`src/rtl/spi_cmd_ctrl.sv`:
```
// SPI command controller: parses write/read burst frames from an SPI byte
// interface and turns them into single-cycle video-RAM strobes.
module spi_cmd_ctrl #(
    parameter int         ADDR_W = 12,
    parameter logic [7:0] CMD_WR = 8'h01,
    parameter logic [7:0] CMD_RD = 8'h02
) (
    input  logic              i_clk,
    input  logic              i_rst,
    input  logic              i_spi_cs_l,
    output logic              o_spi_cs,
    output logic              o_spi_re,
    output logic              o_spi_we,
    output logic [7:0]        o_spi_wdata,
    input  logic [7:0]        i_spi_rdata,
    input  logic              i_spi_rx_ready,
    input  logic              i_spi_rx_error,
    input  logic              i_spi_tx_ready,
    output logic [ADDR_W-1:0] o_mem_addr,
    output logic [7:0]        o_mem_wdata,
    output logic              o_mem_we,
    output logic              o_mem_re,
    input  logic [7:0]        i_mem_rdata,
    output logic              o_busy,
    output logic [7:0]        o_err_cnt
);

    typedef enum logic [3:0] {
        S_IDLE,
        S_CMD,
        S_ADDR_H,
        S_ADDR_L,
        S_WR_DATA,
        S_RD_FETCH,
        S_RD_WAIT,
        S_RD_LOAD,
        S_DISCARD
    } state_t;

    state_t            state;
    state_t            state_nxt;
    logic              cs_sync_p0;
    logic              cs_sync_p1;
    logic              sync_vld_p0;
    logic              sync_vld_p1;
    logic              armed;
    logic              cs_act;
    logic              pop_c;
    logic              pop_d;
    logic              spi_we_c;
    logic              mem_re_c;
    logic              bad_cmd;
    logic              err_rx;
    logic              is_rd;
    logic [ADDR_W-1:0] addr;
    logic [7:0]        prefetch;
    logic [1:0]        err_inc;

    function automatic logic [7:0] sat_add(input logic [7:0] a, input logic [1:0] inc);
        logic [8:0] sum;
        sum = {1'b0, a} + {7'd0, inc};
        return sum[8] ? 8'hFF : sum[7:0];
    endfunction

    assign cs_act = ~cs_sync_p1;
    assign err_rx = i_spi_rx_error & cs_act;
    assign err_inc = {1'b0, err_rx} + {1'b0, bad_cmd};

    // State register
    always_ff @(posedge i_clk) begin
        if (i_rst) begin
            state <= S_IDLE;
        end else begin
            state <= state_nxt;
        end
    end

    // Next state, pop arbitration and combinational strobes
    always_comb begin
        state_nxt = state;
        spi_we_c  = 1'b0;
        mem_re_c  = 1'b0;
        bad_cmd   = 1'b0;
        // A transmit load takes the cycle; the pending byte is popped next cycle instead.
        pop_c = (state != S_IDLE) && cs_act && i_spi_rx_ready && !pop_d &&
                !((state == S_RD_LOAD) && i_spi_tx_ready);
        case (state)
            S_IDLE: begin
                if (cs_act && armed) state_nxt = S_CMD;
            end
            S_CMD: begin
                if (pop_c) begin
                    if ((i_spi_rdata == CMD_WR) || (i_spi_rdata == CMD_RD)) begin
                        state_nxt = S_ADDR_H;
                    end else begin
                        state_nxt = S_DISCARD;
                        bad_cmd   = 1'b1;
                    end
                end
            end
            S_ADDR_H: begin
                if (pop_c) state_nxt = S_ADDR_L;
            end
            S_ADDR_L: begin
                if (pop_c) state_nxt = is_rd ? S_RD_FETCH : S_WR_DATA;
            end
            S_RD_FETCH: begin
                mem_re_c  = 1'b1;
                state_nxt = S_RD_WAIT;
            end
            S_RD_WAIT: begin
                state_nxt = S_RD_LOAD;
            end
            S_RD_LOAD: begin
                if (i_spi_tx_ready) begin
                    spi_we_c  = 1'b1;
                    state_nxt = S_RD_FETCH;
                end
            end
            default: begin
                state_nxt = state;
            end
        endcase
        if (!cs_act && (state != S_IDLE)) begin
            state_nxt = S_IDLE;
            spi_we_c  = 1'b0;
            mem_re_c  = 1'b0;
            bad_cmd   = 1'b0;
        end
    end

    // Synchronizer, frame parsing registers and write pipeline
    always_ff @(posedge i_clk) begin
        if (i_rst) begin
            cs_sync_p0  <= 1'b1;
            cs_sync_p1  <= 1'b1;
            sync_vld_p0 <= 1'b0;
            sync_vld_p1 <= 1'b0;
            armed       <= 1'b0;
            pop_d       <= 1'b0;
            is_rd       <= 1'b0;
            addr        <= '0;
            prefetch    <= 8'd0;
            o_mem_we    <= 1'b0;
            o_mem_wdata <= 8'd0;
            o_err_cnt   <= 8'd0;
        end else begin
            cs_sync_p0  <= i_spi_cs_l;
            cs_sync_p1  <= cs_sync_p0;
            sync_vld_p0 <= 1'b1;
            sync_vld_p1 <= sync_vld_p0;
            // Only a genuinely observed idle bus arms the parser, so a frame
            // already running when reset drops is ignored to its end.
            if (sync_vld_p1 && !cs_act) armed <= 1'b1;
            pop_d    <= pop_c;
            o_mem_we <= pop_c && (state == S_WR_DATA);
            if (pop_c && (state == S_WR_DATA)) o_mem_wdata <= i_spi_rdata;
            if (pop_c && (state == S_CMD)) is_rd <= (i_spi_rdata == CMD_RD);
            if (pop_c && (state == S_ADDR_H)) addr[ADDR_W-1:8] <= i_spi_rdata[ADDR_W-9:0];
            if (pop_c && (state == S_ADDR_L)) addr[7:0] <= i_spi_rdata;
            if (o_mem_we || spi_we_c) addr <= addr + 1'b1;
            if (state == S_RD_WAIT) prefetch <= i_mem_rdata;
            o_err_cnt <= sat_add(o_err_cnt, err_inc);
        end
    end

    assign o_spi_re    = pop_c;
    assign o_spi_we    = spi_we_c;
    assign o_spi_cs    = pop_c | spi_we_c;
    assign o_spi_wdata = prefetch;
    assign o_mem_re    = mem_re_c;
    assign o_mem_addr  = addr;
    assign o_busy      = (state != S_IDLE);

endmodule
```
`config.mk`:
```
export PLATFORM = sky130hd
export DESIGN_NAME = spi_cmd_ctrl
export DESIGN_NICKNAME = d
export VERILOG_FILES = /design/src/rtl/spi_cmd_ctrl.sv
export SDC_FILE = /design/constraint.sdc
export NUM_CORES = 1
export LEC_CHECK = 0
export BUFFER_PORTS_ARGS = -buffer_cell sky130_fd_sc_hd__buf_2
export CAP_MARGIN = 25
export CORE_UTILIZATION = 38
export DETAILED_ROUTE_END_ITERATION = 10
export SLEW_MARGIN = 30
export SYNTH_ARGS = -nofsm -noshare
export SYNTH_HDL_FRONTEND = slang
export SYNTH_SLANG_ARGS = --single-unit
```
`constraint.sdc`:
```
create_clock -name i_clk -period 4 [get_ports i_clk]
set_input_delay 0.8 -clock i_clk [delete_from_list [all_inputs] [get_ports i_clk]]
set_output_delay 0.8 -clock i_clk [all_outputs]
set_load 0.01 [all_outputs]
```
Word-level counts from Yosys, hierarchy flattened
Index checks and enable logic that the tools add are counted.
Storage, ports and cells
  bits in registers: 48
  bits in latches: 0
  memory bits (writable): 0
  memory bits (read-only): 0
  bits of input ports: 22
  output and inout port bits: 42
  logic and storage cells: 79
  memories kept: 0
Cells by class
  add/sub/neg operators: 3
  $mul: 0
  divide/modulo/power cells: 0
  magnitude comparators: 0
  eq/ne operators: 14
  shifts and indexed selects: 0
  muxes and demuxes: 22
  bitwise operators: 3
  reduce and logical (&&, ||, !) cells: 23
Operator list (number)
  $mux W4: 7
  $pmux W4 S7: 1
  $eq A4 B3 Y1 const B: 4
  $mux W8: 2
  $add A12 B1 Y12 const B: 1
  $logic_and A1 B1 Y1: 12
  $mux W12: 1
  $mux W1: 11
  $ne A2 B2 Y1 const B: 5
  $add A8 B2 Y9: 1
  $eq A4 B2 Y1 const B: 2
  $eq A8 B1 Y1 const B: 1
  $eq A8 B2 Y1 const B: 1
  $reduce_bool A7 Y1: 1
  $reduce_and A6 Y1: 1
  $eq A4 B1 Y1 const B: 1
  $logic_not A4 Y1: 1
  $reduce_bool A2 Y1: 2
  $reduce_bool A4 Y1: 1
  $add A1 B1 Y2: 1
  $logic_not A1 Y1: 2
  $logic_or A1 B1 Y1: 2
  $reduce_or A2 Y1: 1
  $and A1 B1 Y1: 1
  other kinds (2): 2

Logic depth before layout (Yosys ltp)
  word-level depth: 11
  mapped depth: 11
  mapped depth without buffers: 10

Least setup slack after synthesis
No wires, ideal clock.
  kind: input to register
  start: input port i_spi_rdata[7]
  end: register o_err_cnt[6]
  setup time: 0.078 ns
  arrival time: 2.813 ns
  data required time: 3.922 ns
  setup slack: 1.109 ns
  stages: 10
  path buffers: 0
  cell sequence: or4_1 or4_1 nand2b_1 fa_1 inv_1 ha_1 nand3_1 nor2_1 and3b_1 nor3_1
On the way
  cells in the longest elaborated chain, start to end: 9
  elaborated cells between the ends (all ways): 10
  those cells by class: add/sub (2); eq/ne (2); mux (5); reduce/logical (1)
Ends and longest elaborated chain
  start: declaration: RTL line 15  | input logic [7:0] i_spi_rdata,
  $eq A8 B1 Y1 or $eq A8 B2 Y1 (tied branches): RTL line 93  | if ((i_spi_rdata == CMD_WR) || (i_spi_rdata == CMD_RD)) begin
  $logic_or A1 B1 Y1 *: RTL line 93
  $mux W1 *: RTL line 93
  $mux W1 *: RTL line 92  | if (pop_c) begin
  $mux W1 *: RTL line 87  | case (state)
  $mux W1 *: RTL line 124  | if (!cs_act && (state != S_IDLE)) begin
  $add A1 B1 Y2 *: RTL line 67  | assign err_inc = {1'b0, err_rx} + {1'b0, bad_cmd};
  $add A8 B2 Y9 *: RTL line 61  | sum = {1'b0, a} + {7'd0, inc};
  $mux W8 *: RTL line 62  | return sum[8] ? 8'hFF : sum[7:0];
  end signal: assignment: RTL line 163  | o_err_cnt <= sat_add(o_err_cnt, err_inc);
  end: declaration: RTL line 25  | output logic [7:0] o_err_cnt
Mark *: on every way between the ends. The rest lies on a longest branch, timed or not.
A chain may end at the register's enable or synchronous reset.

Worst setup path in the final report
  start: input port i_spi_rdata[7]
  end: register o_err_cnt[0]
The elaborated chain is that of the path after synthesis.

==> results.sh <==
export IMPL_run_status="finished clean"
export IMPL_wl_um=5480
export IMPL_globalRouteTotalUtil_pct=18.7
export IMPL_yosysTopAreaCell="dfxtp_1"
export IMPL_rows=27
export IMPL_cts_root_buf="clkbuf_8"
export IMPL_dieArea_um2=6090
export IMPL_p_sw_uw=185
export IMPL_min_period_over_period_pct=73.4
export IMPL_worstReg2RegStart="cs_sync_p1"
export IMPL_drtPass1Iterations=4
export IMPL_place_congestion=0.771
export IMPL_endpoint_kind="register"
export IMPL_crit_cells=11
export IMPL_placed_area_um2=2560
export IMPL_setup_viol=0
export IMPL_drtIter0Drc=117
export IMPL_p_total_uw=993
export IMPL_die_x_um=78.1
export IMPL_cp_slowest_cell="or4_1"
export IMPL_post_cts_resized=0
export IMPL_power_leakage_uw=0.00120
export IMPL_grt_max_degree=43
export IMPL_seq_area_um2=961
export IMPL_crit_start="i_spi_rdata[7]"
export IMPL_grt_busiest_layer="met2"
export IMPL_io_pin_count=64
export IMPL_grt_pass1_vias=1890
export IMPL_n_fill_cell=557
export IMPL_fp_dieH_um=78.1
export IMPL_p_seq_share_pct=48.7
export IMPL_clockBufferDepth=2
export IMPL_dr_total_vias=2082
export IMPL_maxSlewViolCount=0
export IMPL_internal_power_uw=807
export IMPL_synthArstFlopShare_pct=0
export IMPL_fmax_mhz=340
export IMPL_finalCriticalPeriod_ns=2.94
export IMPL_grt_util_met2_pct=28.2
export IMPL_hold_worst_slack_ns=0.415
export IMPL_numCtsBuffers=5
export IMPL_ys_ff_latch=48
export IMPL_syn_inst=250
export IMPL_core_area_um2=5540
export IMPL_dp_cells=372
export IMPL_wl_per_cell_um=14.4
export IMPL_crit_family="simple AND/OR/NAND/NOR gates"
export IMPL_postCtsHoldBufs=0
export IMPL_p_per_area_nw_per_um2=364
export IMPL_drc=0
export IMPL_drv_cap=0
export IMPL_synth_top_area_share_pct=43.7
export IMPL_synth_area_leaders="dfxtp_1 44%, mux2i_1 7.7%, nor2_1 4.8%, a21oi_1 3.0%, a31oi_1 2.6%"
export IMPL_syn_avg_cell_area_um2=8.79
export IMPL_multi_input_area_um2=1160
export IMPL_reg2reg_to="o_err_cnt[0]"
export IMPL_ys_seq_area_share_pct=43.7
export IMPL_synth_cell_types=45
export IMPL_rsz0062_at_grt="false"
export IMPL_antenna_found_initial=0
export IMPL_finalNonFillerCells=380
export IMPL_syn_num_nets=275
export IMPL_clock_latency_ns=0.30
export IMPL_port_buffers=63
export IMPL_p_clk_share_pct=47.9
export IMPL_setup_tns_final_ns=0
export IMPL_drtAntennaViolNets=0
export IMPL_tritoncts="yes"
export IMPL_rrSetupSlack_ns=1.32
export IMPL_path_max_fanout=6
export IMPL_cts_sinks=48
export IMPL_dp_hpwl_um=3930
export IMPL_hp_class="register to register"
export IMPL_cp_arrival_ns=3.09
export IMPL_use_met3_pct=5.23
export IMPL_cts_setup_buffers=0
export IMPL_grt_ovfl_total=0
export IMPL_tightest_slew_ns=0.777
export IMPL_pwr_share_comb_pct=3.4
export IMPL_final_hold_viol_count=0
export IMPL_areaGrowthSynthToFinish_pct=23.9
export IMPL_antenna_cells=0
export IMPL_endpoint="o_err_cnt[0]"
export IMPL_synthesis_area_um2=2200
export IMPL_cp_start_kind="input pin"
export IMPL_gr_usage_met1_pct=26.0
export IMPL_max_stage_delay_ns=0.52
export IMPL_ir_drop_mv=0.209
export IMPL_fin_nets=332
export IMPL_cp_required_ns=4.15
export IMPL_htreeDepth=2
export IMPL_drive_gt1_share_pct=26.0
export IMPL_final_area_um2=2720
export IMPL_start_util_pct=39.7
export IMPL_ys_flop_type="dfxtp_1"
export IMPL_slew_headroom_pct=48.2
export IMPL_path_cells="buf_2 > or4_1 > or4_1 > nand2b_1 > fa_1 > inv_1 > ha_1 > nand3_1 > nor2_1 > nand3_1 > a21oi_1"
export IMPL_vias_per_cell=5.48
export IMPL_grt_pass1_wl_um=9070
export IMPL_timing_critical_path_buf_inv=2
export IMPL_reg2reg_depth=11
export IMPL_path_clk_slew_ns=0.09
export IMPL_critPathKind="input pin to register"
export IMPL_clock_skew_ns=0.0107
export IMPL_swShare_pct=18.7
export IMPL_synth_edff_count=0
export IMPL_synth_warnings=0
-- layer usage --
metal  vias up  part of all wire (%)
li1       1022                     -
met1       985                    48
met2        69                    45
met3         6                   6.3
met4         0                  0.88
met5         -                     0
-- cells in the final DEF (no fill, tap or decap), types with 2 or more instances in the layout --
cell type / count
inv_1: 9
and3b_1: 2
ha_1: 2
nor3b_1: 2
nand2b_1: 4
nand2_1: 13
a211oi_1: 3
o211ai_1: 6
o211a_1: 2
buf_2: 63
and4_1: 2
o21ai_0: 8
nor2b_1: 4
and3_1: 4
xor2_1: 2
clkbuf_8: 5
or4_1: 5
nor2_1: 28
a221oi_1: 2
a21oi_1: 13
and2_1: 2
dfxtp_1: 48
nor3_1: 6
or3_1: 4
nand4b_1: 2
a31oi_1: 8
bufinv_16: 3
mux2i_1: 17
xnor2_1: 2
or2_2: 3
nand4_1: 7
nand3_1: 10
-- kinds of logic (layout without fill, tap and decap cells) --
logic type	Yosys count	count (layout)	synth area share, %
AOI/OAI and AO/OA	51	51	15.0
and+or+nand+nor	104	104	25.8
DFF	48	48	43.7
xor gates and xnor gates	4	4	1.59
muxes	17	17	7.74
adders and majority gates	3	3	2.05
buffers and inverters	23	81	4.04
-- synthesized netlist by cell type, types with 3 or more instances --
library cell and instances:
nor2b_1 5, a211oi_1 3, o211ai_1 6, mux2i_1 17, or3_1 4, inv_1 9
nor3_1 6, nor2_1 28, nand2_1 13, nand3_1 10, nand2b_1 4, or2_2 3
and3_1 4, a31oi_1 9, nand4_1 7, clkbuf_1 12, dfxtp_1 48, a21oi_1 13
o21ai_0 8, or4_1 5
-- through the flow --
step | util [%] | worst slack [ns]
finish | 49.2 | 1.06
global route | 49.2 | 0.838
CTS | 49.1 | 1.08
detailed placement | 46.3 | 0.761
global placement | 46.1 | 0.805
floorplan | - | 1.11
-- power by group through the flow --
stage / clock, µW / sequential [µW] / combinational (µW)
after CTS: 489 / 483 / 34.6
final: 475 / 483 / 34.2
after global routing: 509 / 484 / 38.2
after global placement: 0 / 494 / 33.6
after detailed placement: 0 / 495 / 34.3
after floorplan: 0 / 494 / 15.4
-- flip-flops by register name, summed over array words and instances (netlist names) --
name,flops
armed,1
cs_sync_p0,1
cs_sync_p1,1
is_rd,1
o_err_cnt,8
o_mem_addr,12
o_mem_wdata,8
o_mem_we,1
o_spi_wdata,8
pop_d,1
state,4
sync_vld_p0,1
sync_vld_p1,1
-- layout make-up --
cell class,instances,area share [%]
multi-input cells,179,42.5
flip-flops and latches,48,35.3
repair buffers,64,11.9
clock inverters,3,3.31
well taps,72,3.31
clock buffers,5,2.53
inverters,9,1.24
-- worst min-delay path by stage --
stage                           from         end  slack, ns  cells past startpoint
final                     cs_sync_p0  cs_sync_p1       0.42                      1
after global routing      cs_sync_p0  cs_sync_p1       0.43                      1
after CTS                 cs_sync_p0  cs_sync_p1       0.42                      1
after detailed placement  cs_sync_p0  cs_sync_p1       0.41                      1
after global placement    cs_sync_p0  cs_sync_p1       0.39                      1
after floorplan           cs_sync_p0  cs_sync_p1       0.39                      1
No activity file was read; power rests on OpenSTA's default activity.
